**config.mk**
```make
export PLATFORM = sky130hd
export DESIGN_NAME = adxl362_spi_responder
export DESIGN_NICKNAME = d
export VERILOG_FILES = /design/src/rtl/adxl362_spi_responder.sv
export SDC_FILE = /design/constraint.sdc
export NUM_CORES = 1
export LEC_CHECK = 0
export CELL_PAD_IN_SITES_DETAIL_PLACEMENT = 1
export CELL_PAD_IN_SITES_GLOBAL_PLACEMENT = 2
export CORE_AREA = 3 3 106 119
export DETAILED_ROUTE_END_ITERATION = 16
export DIE_AREA = 0 0 109 122
export HOLD_SLACK_MARGIN = 0.1
export PLACE_DENSITY_LB_ADDON = 0.1
export SETUP_SLACK_MARGIN = 0.02
export SLEW_MARGIN = 15
export SYNTH_ARGS = -nofsm -noshare
export SYNTH_HDL_FRONTEND = slang
export SYNTH_SLANG_ARGS = --single-unit
```
**constraint.sdc**
```tcl
create_clock -name clk -period 4.3 [get_ports clk]
set_clock_uncertainty 0.15 [all_clocks]
set_input_delay 0.645 -clock clk [delete_from_list [all_inputs] [get_ports clk]]
set_output_delay 0.645 -clock clk [all_outputs]
set_load 0.05 [all_outputs]
```
**src/rtl/adxl362_spi_responder.sv**
```systemverilog
// SPI mode-0 device-side model of the ADXL362 register interface.
// Oversamples SCLK/CSN/MOSI on clk; serves ID, X/Y/Z snapshot and POWER_CTL registers.
module adxl362_spi_responder #(
    parameter int unsigned SYNC_STAGES = 2,
    parameter logic [7:0]  PARTID      = 8'hF2
) (
    input  logic       clk,
    input  logic       rst,
    input  logic [7:0] accel_x_i,
    input  logic [7:0] accel_y_i,
    input  logic [7:0] accel_z_i,
    input  logic       ACL_SCLK,
    input  logic       ACL_CSN,
    input  logic       ACL_MOSI,
    output logic       ACL_MISO,
    output logic [7:0] power_ctl_o,
    output logic       xfer_done_o,
    output logic       cmd_err_o
);

    localparam logic [7:0] CMD_WRITE   = 8'h0A;
    localparam logic [7:0] CMD_READ    = 8'h0B;
    localparam logic [7:0] ADDR_PCTL   = 8'h2D;
    localparam logic [7:0] ADDR_SRST   = 8'h1F;
    localparam logic [7:0] SRST_KEY    = 8'h52;

    typedef enum logic [2:0] {IDLE, CMD, ADDR, WDATA, RDATA, IGNORE} state_t;

    state_t                 state;
    logic [SYNC_STAGES-1:0] sclk_sync, csn_sync, mosi_sync;
    logic                   sclk_q, csn_q, armed;
    logic                   sclk_s, csn_s, mosi_s;
    logic                   sclk_rise, sclk_fall, csn_rise, csn_fall;
    logic [2:0]             bit_cnt;
    logic [7:0]             shift_in, shift_out, addr;
    logic [7:0]             snap_x, snap_y, snap_z;
    logic                   is_write;
    logic [7:0]             byte_in, rd_addr, rd_data;

    assign sclk_s = sclk_sync[SYNC_STAGES-1];
    assign csn_s  = csn_sync[SYNC_STAGES-1];
    assign mosi_s = mosi_sync[SYNC_STAGES-1];

    // CSN edges are only honoured once CSN has been seen high after reset
    assign sclk_rise = sclk_s & ~sclk_q;
    assign sclk_fall = ~sclk_s & sclk_q;
    assign csn_rise  = armed & csn_s & ~csn_q;
    assign csn_fall  = armed & ~csn_s & csn_q;

    assign byte_in = {shift_in[6:0], mosi_s};
    assign rd_addr = (state == ADDR) ? byte_in : addr;

    always_comb begin
        rd_data = 8'h00;
        case (rd_addr)
            8'h00:   rd_data = 8'hAD;
            8'h01:   rd_data = 8'h1D;
            8'h02:   rd_data = PARTID;
            8'h08:   rd_data = snap_x;
            8'h09:   rd_data = snap_y;
            8'h0A:   rd_data = snap_z;
            8'h2D:   rd_data = power_ctl_o;
            default: rd_data = 8'h00;
        endcase
    end

    always_ff @(posedge clk) begin
        if (rst) begin
            sclk_sync   <= '0;
            csn_sync    <= '0;
            mosi_sync   <= '0;
            sclk_q      <= 1'b0;
            csn_q       <= 1'b0;
            armed       <= 1'b0;
            state       <= IDLE;
            bit_cnt     <= 3'd0;
            shift_in    <= 8'h00;
            shift_out   <= 8'h00;
            addr        <= 8'h00;
            snap_x      <= 8'h00;
            snap_y      <= 8'h00;
            snap_z      <= 8'h00;
            is_write    <= 1'b0;
            ACL_MISO    <= 1'b0;
            power_ctl_o <= 8'h00;
            xfer_done_o <= 1'b0;
            cmd_err_o   <= 1'b0;
        end else begin
            sclk_sync   <= {sclk_sync[SYNC_STAGES-2:0], ACL_SCLK};
            csn_sync    <= {csn_sync[SYNC_STAGES-2:0], ACL_CSN};
            mosi_sync   <= {mosi_sync[SYNC_STAGES-2:0], ACL_MOSI};
            sclk_q      <= sclk_s;
            csn_q       <= csn_s;
            armed       <= armed | csn_s;
            xfer_done_o <= 1'b0;
            cmd_err_o   <= 1'b0;

            if (csn_rise) begin
                state       <= IDLE;
                ACL_MISO    <= 1'b0;
                xfer_done_o <= 1'b1;
            end else if (csn_fall) begin
                state    <= CMD;
                bit_cnt  <= 3'd0;
                ACL_MISO <= 1'b0;
                // Axes read as zero unless in measurement mode at frame start
                if (power_ctl_o[1:0] == 2'b10) begin
                    snap_x <= accel_x_i;
                    snap_y <= accel_y_i;
                    snap_z <= accel_z_i;
                end else begin
                    snap_x <= 8'h00;
                    snap_y <= 8'h00;
                    snap_z <= 8'h00;
                end
            end else if (state != IDLE && state != IGNORE) begin
                if (sclk_rise) begin
                    shift_in <= byte_in;
                    bit_cnt  <= bit_cnt + 3'd1;
                    if (bit_cnt == 3'd7) begin
                        case (state)
                            CMD: begin
                                if (byte_in == CMD_WRITE || byte_in == CMD_READ) begin
                                    state    <= ADDR;
                                    is_write <= (byte_in == CMD_WRITE);
                                end else begin
                                    state     <= IGNORE;
                                    cmd_err_o <= 1'b1;
                                end
                            end
                            ADDR: begin
                                if (is_write) begin
                                    state <= WDATA;
                                    addr  <= byte_in;
                                end else begin
                                    state     <= RDATA;
                                    shift_out <= rd_data;
                                    addr      <= byte_in + 8'd1;
                                end
                            end
                            WDATA: begin
                                if (addr == ADDR_PCTL)
                                    power_ctl_o <= byte_in;
                                else if (addr == ADDR_SRST && byte_in == SRST_KEY)
                                    power_ctl_o <= 8'h00;
                                addr <= addr + 8'd1;
                            end
                            RDATA: begin
                                shift_out <= rd_data;
                                addr      <= addr + 8'd1;
                            end
                            default: state <= IDLE;
                        endcase
                    end
                end else if (sclk_fall && state == RDATA) begin
                    ACL_MISO  <= shift_out[7];
                    shift_out <= {shift_out[6:0], 1'b0};
                end
            end
        end
    end

endmodule

```
-- Word-level counts from Yosys, hierarchy flattened
Cells that the tools add are included.
- bits in registers: 74
- input port bits: 29
- output and inout port bits: 11
- logic and storage cells: 115
- $add $sub $neg: 3
- equality and inequality tests: 22
- multiplexer cells: 26
- bitwise operators: 18
- reduce and logical (&&, ||, !) cells: 26
- operator list (operator ; number):
    $mux 8 ; 11
    $pmux 8 s7 ; 1
    $eq 8x4->1 const B ; 5
    $pmux 8 s2 ; 2
    $reduce_and 7->1 ; 3
    $add 8x1->8 const B ; 2
    $eq 8x6->1 const B ; 2
    $mux 3 ; 5
    $reduce_and 4->1 ; 3
    $reduce_bool 2->1 ; 6
    $not 1->1 ; 11
    $pmux 3 s3 ; 1
    $eq 8x1->1 const B ; 1
    $eq 8x2->1 const B ; 1
    $eq 8x5->1 const B ; 1
    $eq 8x7->1 const B ; 1
    $logic_not 8->1 ; 1
    $reduce_or 7->1 ; 1
    $and 1x1->1 ; 6
    $eq 3x2->1 const B ; 2
    $eq 3x3->1 const B ; 2
    $mux 1 ; 6
    $ne 3x3->1 const B ; 2
    $reduce_and 3->1 ; 2
    other kinds (13) ; 17

-- Logic depth before layout (Yosys ltp)
- word-level depth: 8
- mapped depth: 9

-- Least setup slack after synthesis
Ideal clock, no wire load.
- path type: register to register
- from: reg mosi_sync[1]
- to: reg state[0]
- setup time: 91 ps
- arrival: 2014 ps
- data required time: 4059 ps
- slack: 2045 ps
- stages on the path, launching flop included: 10
- buffers on the path: 2
- period minus slack after synthesis: 2255 ps
- cells stage by stage: dfxtp_1 clkbuf_1 clkbuf_1 inv_1 ha_1 or2_2 a311oi_1 o31ai_1 o221a_2 a311oi_1
- word-level cells in the longest chain between the ends: 8
- elaborated cells between the ends (all ways): 9
- RTL lines (item ; line ; text):
    start: declaration ; 30 ; logic [SYNC_STAGES-1:0] sclk_sync, csn_sync, mosi_sync;
    start signal: assignment ; 91 ; mosi_sync <= {mosi_sync[SYNC_STAGES-2:0], ACL_MOSI};
    $eq 8x4->1 ; 123 ; if (byte_in == CMD_WRITE || byte_in == CMD_READ) begin
    $logic_or 1x1->1 (*) ; 123 ;
    $mux 3 (*) ; 123 ;
    $pmux 3 s3 (*) ; 121 ; case (state)
    $mux 1 (*) ; 120 ; if (bit_cnt == 3'd7) begin
    $mux 1 (*) ; 117 ; if (sclk_rise) begin
    $mux 1 (*) ; 116 ; end else if (state != IDLE && state != IGNORE) begin
    $mux 1 (*) ; 102 ; end else if (csn_fall) begin
    end signal: assignment ; 103 ; state <= CMD;
    end signal: assignment ; 124 ; state <= ADDR;
    end signal: assignment ; 127 ; state <= IGNORE;
    end: declaration ; 29 ; state_t state;
Every way passes the cells marked *; elsewhere a longest branch is shown, timed or not. The select of a mux whose other input is x is not followed.
A chain may end at the register's enable or synchronous reset.

-- Worst setup path in the final report
- from: reg state[1]
- to: reg shift_out[2]
- word-level cells in the longest chain between the ends: 8
- elaborated cells between the ends (all ways): 23
- RTL lines (item ; line ; text):
    start signal: assignment ; 75 ; state <= IDLE;
    start signal: assignment ; 99 ; state <= IDLE;
    start signal: assignment ; 103 ;
    $eq 3x2->1 ; 51, 121 ;
    $mux 8 ; 51 ; assign rd_addr = (state == ADDR) ? byte_in : addr;
    $eq 8x6->1, or another cell as far along ; 55 ; case (rd_addr)
    $pmux 8 s7 ; 55 ;
    $mux 8 ; 132 ; if (is_write) begin
    $pmux 8 s2 ; 121 ;
    $mux 8 ; 120 ;
    $mux 8 ; 117 ;
    end signal: assignment ; 137 ; shift_out <= rd_data;
    end signal: assignment ; 149 ; shift_out <= rd_data;
    end signal: assignment ; 157 ; shift_out <= {shift_out[6:0], 1'b0};
    end: declaration ; 35 ; logic [7:0] shift_in, shift_out, addr;
Several ways; a longest one is shown, not always the timed one. The select of a mux whose other input is x is not followed.

==> impl_metrics.json <==
{
  "p_leak_nw": 1.58,
  "clock_sinks": 74,
  "yosysSeqAreaShare_pct": 35.1,
  "die_h_um": 122,
  "synthCells": 522,
  "start_util_pct": 36.9,
  "synth_area_leader_cell": "dfxtp_1",
  "critPathMaxFanout": 19,
  "clockBufferDepth": 2,
  "synth_area_leaders": "dfxtp_1, nand3_1, mux2i_1, a21oi_1, nand2_1",
  "finalWorstPathRequiredPeriod_ns": 2.86,
  "ys_async_sr_fraction_pct": 0,
  "yosysUniqueCellTypes": 65,
  "syn2layout_area_growth_pct": 17.1,
  "cts_tree": "done",
  "required_ns": 4.36,
  "clock_latency_ns": 0.34,
  "power_density_mw_per_mm2": 308,
  "hold_viol": 0,
  "nets": 568,
  "seqPwrFrac_pct": 45.8,
  "max_slew_margin_pct": 25.1,
  "drtIter0Drc": 185,
  "avgSynthCellArea_um2": 8.09,
  "irDropWorstVdd_mv": 0.139,
  "htree_num_levels": 3,
  "cts_resized": 0,
  "path_clk_slew_ns": 0.06,
  "routed_wl_um": 13600,
  "p_switching_mw": 0.339,
  "worst-slew-pin-transition_ns": 1.12,
  "antennaDiodeCount": 0,
  "layout-drive-gt1-share_pct": 7.06,
  "post_cts_buffers": 0,
  "die-area_mm2": 0.0133,
  "p_int_mw": 1.18,
  "post-route-util_pct": 43.2,
  "gr-total-overflow": 0,
  "ys_ff_latch": 74,
  "placed_cells": 672,
  "fin_crit_sh_pct": 66.4,
  "layout.cells.non_filler": 688,
  "p_clk_share_pct": 50.8,
  "cts-root-buf": "clkbuf_16",
  "antenna_found_initial": 0,
  "worstSetupPathType": "flop to flop",
  "hold_class": "flop to flop",
  "die_w_um": 109,
  "totalNegativeSetupSlack_ns": 0,
  "dpl.hpwl_um": 9640,
  "place_congestion": 0.868,
  "syn_area_mm2": 0.00422,
  "drv_slew": 0,
  "power_frac_comb_pct": 3.4,
  "grt_max_degree": 26,
  "max_clock_freq_ghz": 0.350,
  "cp-end-kind": "flop",
  "outcome": "complete, no violations",
  "setup_viol": 0,
  "numCtsBuffers": 9,
  "grt_pass1_vias": 4106,
  "grt_pass1_wl_um": 21800,
  "core_area_mm2": 0.0114,
  "hold_buffers": 0,
  "route.detailed.drc": 0,
  "avgViaCountPerCell": 5.73,
  "ant_nets": 0,
  "cp_data_arrival_time_ns": 2.92,
  "first_pass_iters": 4,
  "numPortBuffers": 39,
  "num_vias": 3944,
  "num_rows": 41,
  "switching_share_pct": 22.3,
  "synth_top_area_share_pct": 35.1,
  "pin_count": 40,
  "cp-start-kind": "flop",
  "max_cap_violations": 0,
  "grt_usage_pct": 21.3,
  "avgRoutedWirePerCell_um": 19.8,
  "yosysWarnings": 0,
  "synth_edf_count": 0,
  "synth_nets": 557,
  "rsz0062_at_grt": "no",
  "synthFlopType": "dfxtp_1"
}
registers in the layout, summed over array words and instances (netlist names), 2 cells and up:
signal,flops
state,3
snap_z,8
mosi_sync,2
shift_out,8
sclk_sync,2
csn_sync,2
addr,8
power_ctl_o,8
snap_x,8
bit_cnt,3
snap_y,8
shift_in,7
synthesized netlist by cell type (all sizes together) (2+ instances only):
| cell type | number |
|---|---|
| a21oi | 44 |
| a21boi | 9 |
| nand3b | 3 |
| and3 | 5 |
| o31ai | 5 |
| a211oi | 7 |
| a2111oi | 9 |
| a32oi | 9 |
| or2 | 4 |
| a311oi | 2 |
| nand4 | 9 |
| o21ai | 15 |
| nand3 | 59 |
| clkbuf | 31 |
| dfxtp | 74 |
| or3 | 3 |
| or3b | 2 |
| nor2 | 30 |
| nor2b | 17 |
| nor4 | 5 |
| o2111ai | 2 |
| nor3 | 5 |
| xor2 | 7 |
| ha | 6 |
| and2 | 10 |
| o22ai | 7 |
| nor3b | 15 |
| nor4b | 2 |
| inv | 10 |
| mux2i | 23 |
| a21o | 3 |
| nand4b | 4 |
| a221oi | 2 |
| nand2 | 53 |
| xnor2 | 3 |
| buf | 14 |
cells in the final DEF (no fill, tap or decap), drive strengths merged, types with 3 or more instances in the layout:
master	Yosys	routed
clkinv	0	4
nand4b	4	4
a32oi	9	9
inv	10	10
a21o	3	3
o22ai	7	7
nor3b	15	15
a21oi	44	44
o21ai	15	15
nand3b	3	3
xnor2	3	3
dfxtp	74	74
clkdlybuf4s50	0	38
a21boi	9	9
or3	3	3
nor2	30	30
nor4	5	5
and2	10	10
o31ai	5	5
nand4	9	9
xor2	7	7
mux2i	23	23
a211oi	7	7
ha	6	6
nand3	59	59
nor3	5	5
or2	4	4
buf	14	7
a2111oi	9	9
nor2b	17	17
nand2	53	53
and3	5	5
clkbuf	31	11
power groups by stage:
stage | combinational, mW | clock (mW) | sequential [mW]
6_report | 0.0517 | 0.772 | 0.696
5_1_grt | 0.0558 | 0.810 | 0.697
4_1_cts | 0.0526 | 0.786 | 0.696
3_5_place_dp | 0.0524 | 0 | 0.712
3_3_place_gp | 0.0516 | 0 | 0.712
2_1_floorplan | 0.0251 | 0 | 0.706
per-layer routing:
metal,share of wire (%),vias up,track usage (%)
met5,0,-,0
met2,49,64,36.5
li1,-,1915,-
met3,2.7,26,3.18
met1,46,1939,26.1
met4,2.6,0,9.79
final timing paths:
check	from	endpoint	slack, ns	cells after the start
worst max-delay path	state[1]$_SDFFE_PP0P_	shift_out[2]$_SDFFE_PP0P_	1.44	5
worst min-delay path	mosi_sync[0]$_SDFF_PP0_	mosi_sync[1]$_SDFF_PP0_	0.29	1
worst max register to register	state[1]$_SDFFE_PP0P_	shift_out[2]$_SDFFE_PP0P_	1.44	5
worst min register to register	mosi_sync[0]$_SDFF_PP0_	mosi_sync[1]$_SDFF_PP0_	0.29	1
kinds of logic (layout without fill, tap and decap cells):
kind of cell             after synthesis  after routing  share of synthesized area, %
multiplexers                          23             23                          5.45
flip-flops                            74             74                          35.1
AO/OA/AOI/OAI                        121            121                          19.7
adder cells (fa/ha/maj)                6              6                          1.78
buffers and inverters                 55             71                          5.57
XOR/XNOR                              10             10                          2.52
AND/OR/NAND/NOR                      233            233                          29.9
metrics by stage:
step	hold WS [ns]	area, µm²	setup slack, ns	total power, mW
floorplan	0.264	4220	2.05	0.731
global placement	0.272	4650	1.61	0.763
detailed placement	0.284	4650	1.50	0.764
global route	0.309	4940	1.19	1.56
finish	0.292	4940	1.44	1.52
CTS	0.302	4940	1.50	1.53
critical path, stage by stage, from the launching register on:
cell,delay (ns)
dfxtp_1,0.71
or3b_1,0.72
nand4_1,0.24
nand2_1,0.20
a2111oi_0,0.55
o22ai_1,0.15
area by class of cell:
type,count,area [µm²]
Clock inverter,5,53.8
Timing Repair Buffer,45,430
Multi-Input combinational cell,393,2510
Sequential cell,74,1480
Clock buffer,11,243
Inverter,10,37.5
Tap cell,150,188
Fill cell,1386,6490
No activity file was read; power rests on OpenSTA's default activity.
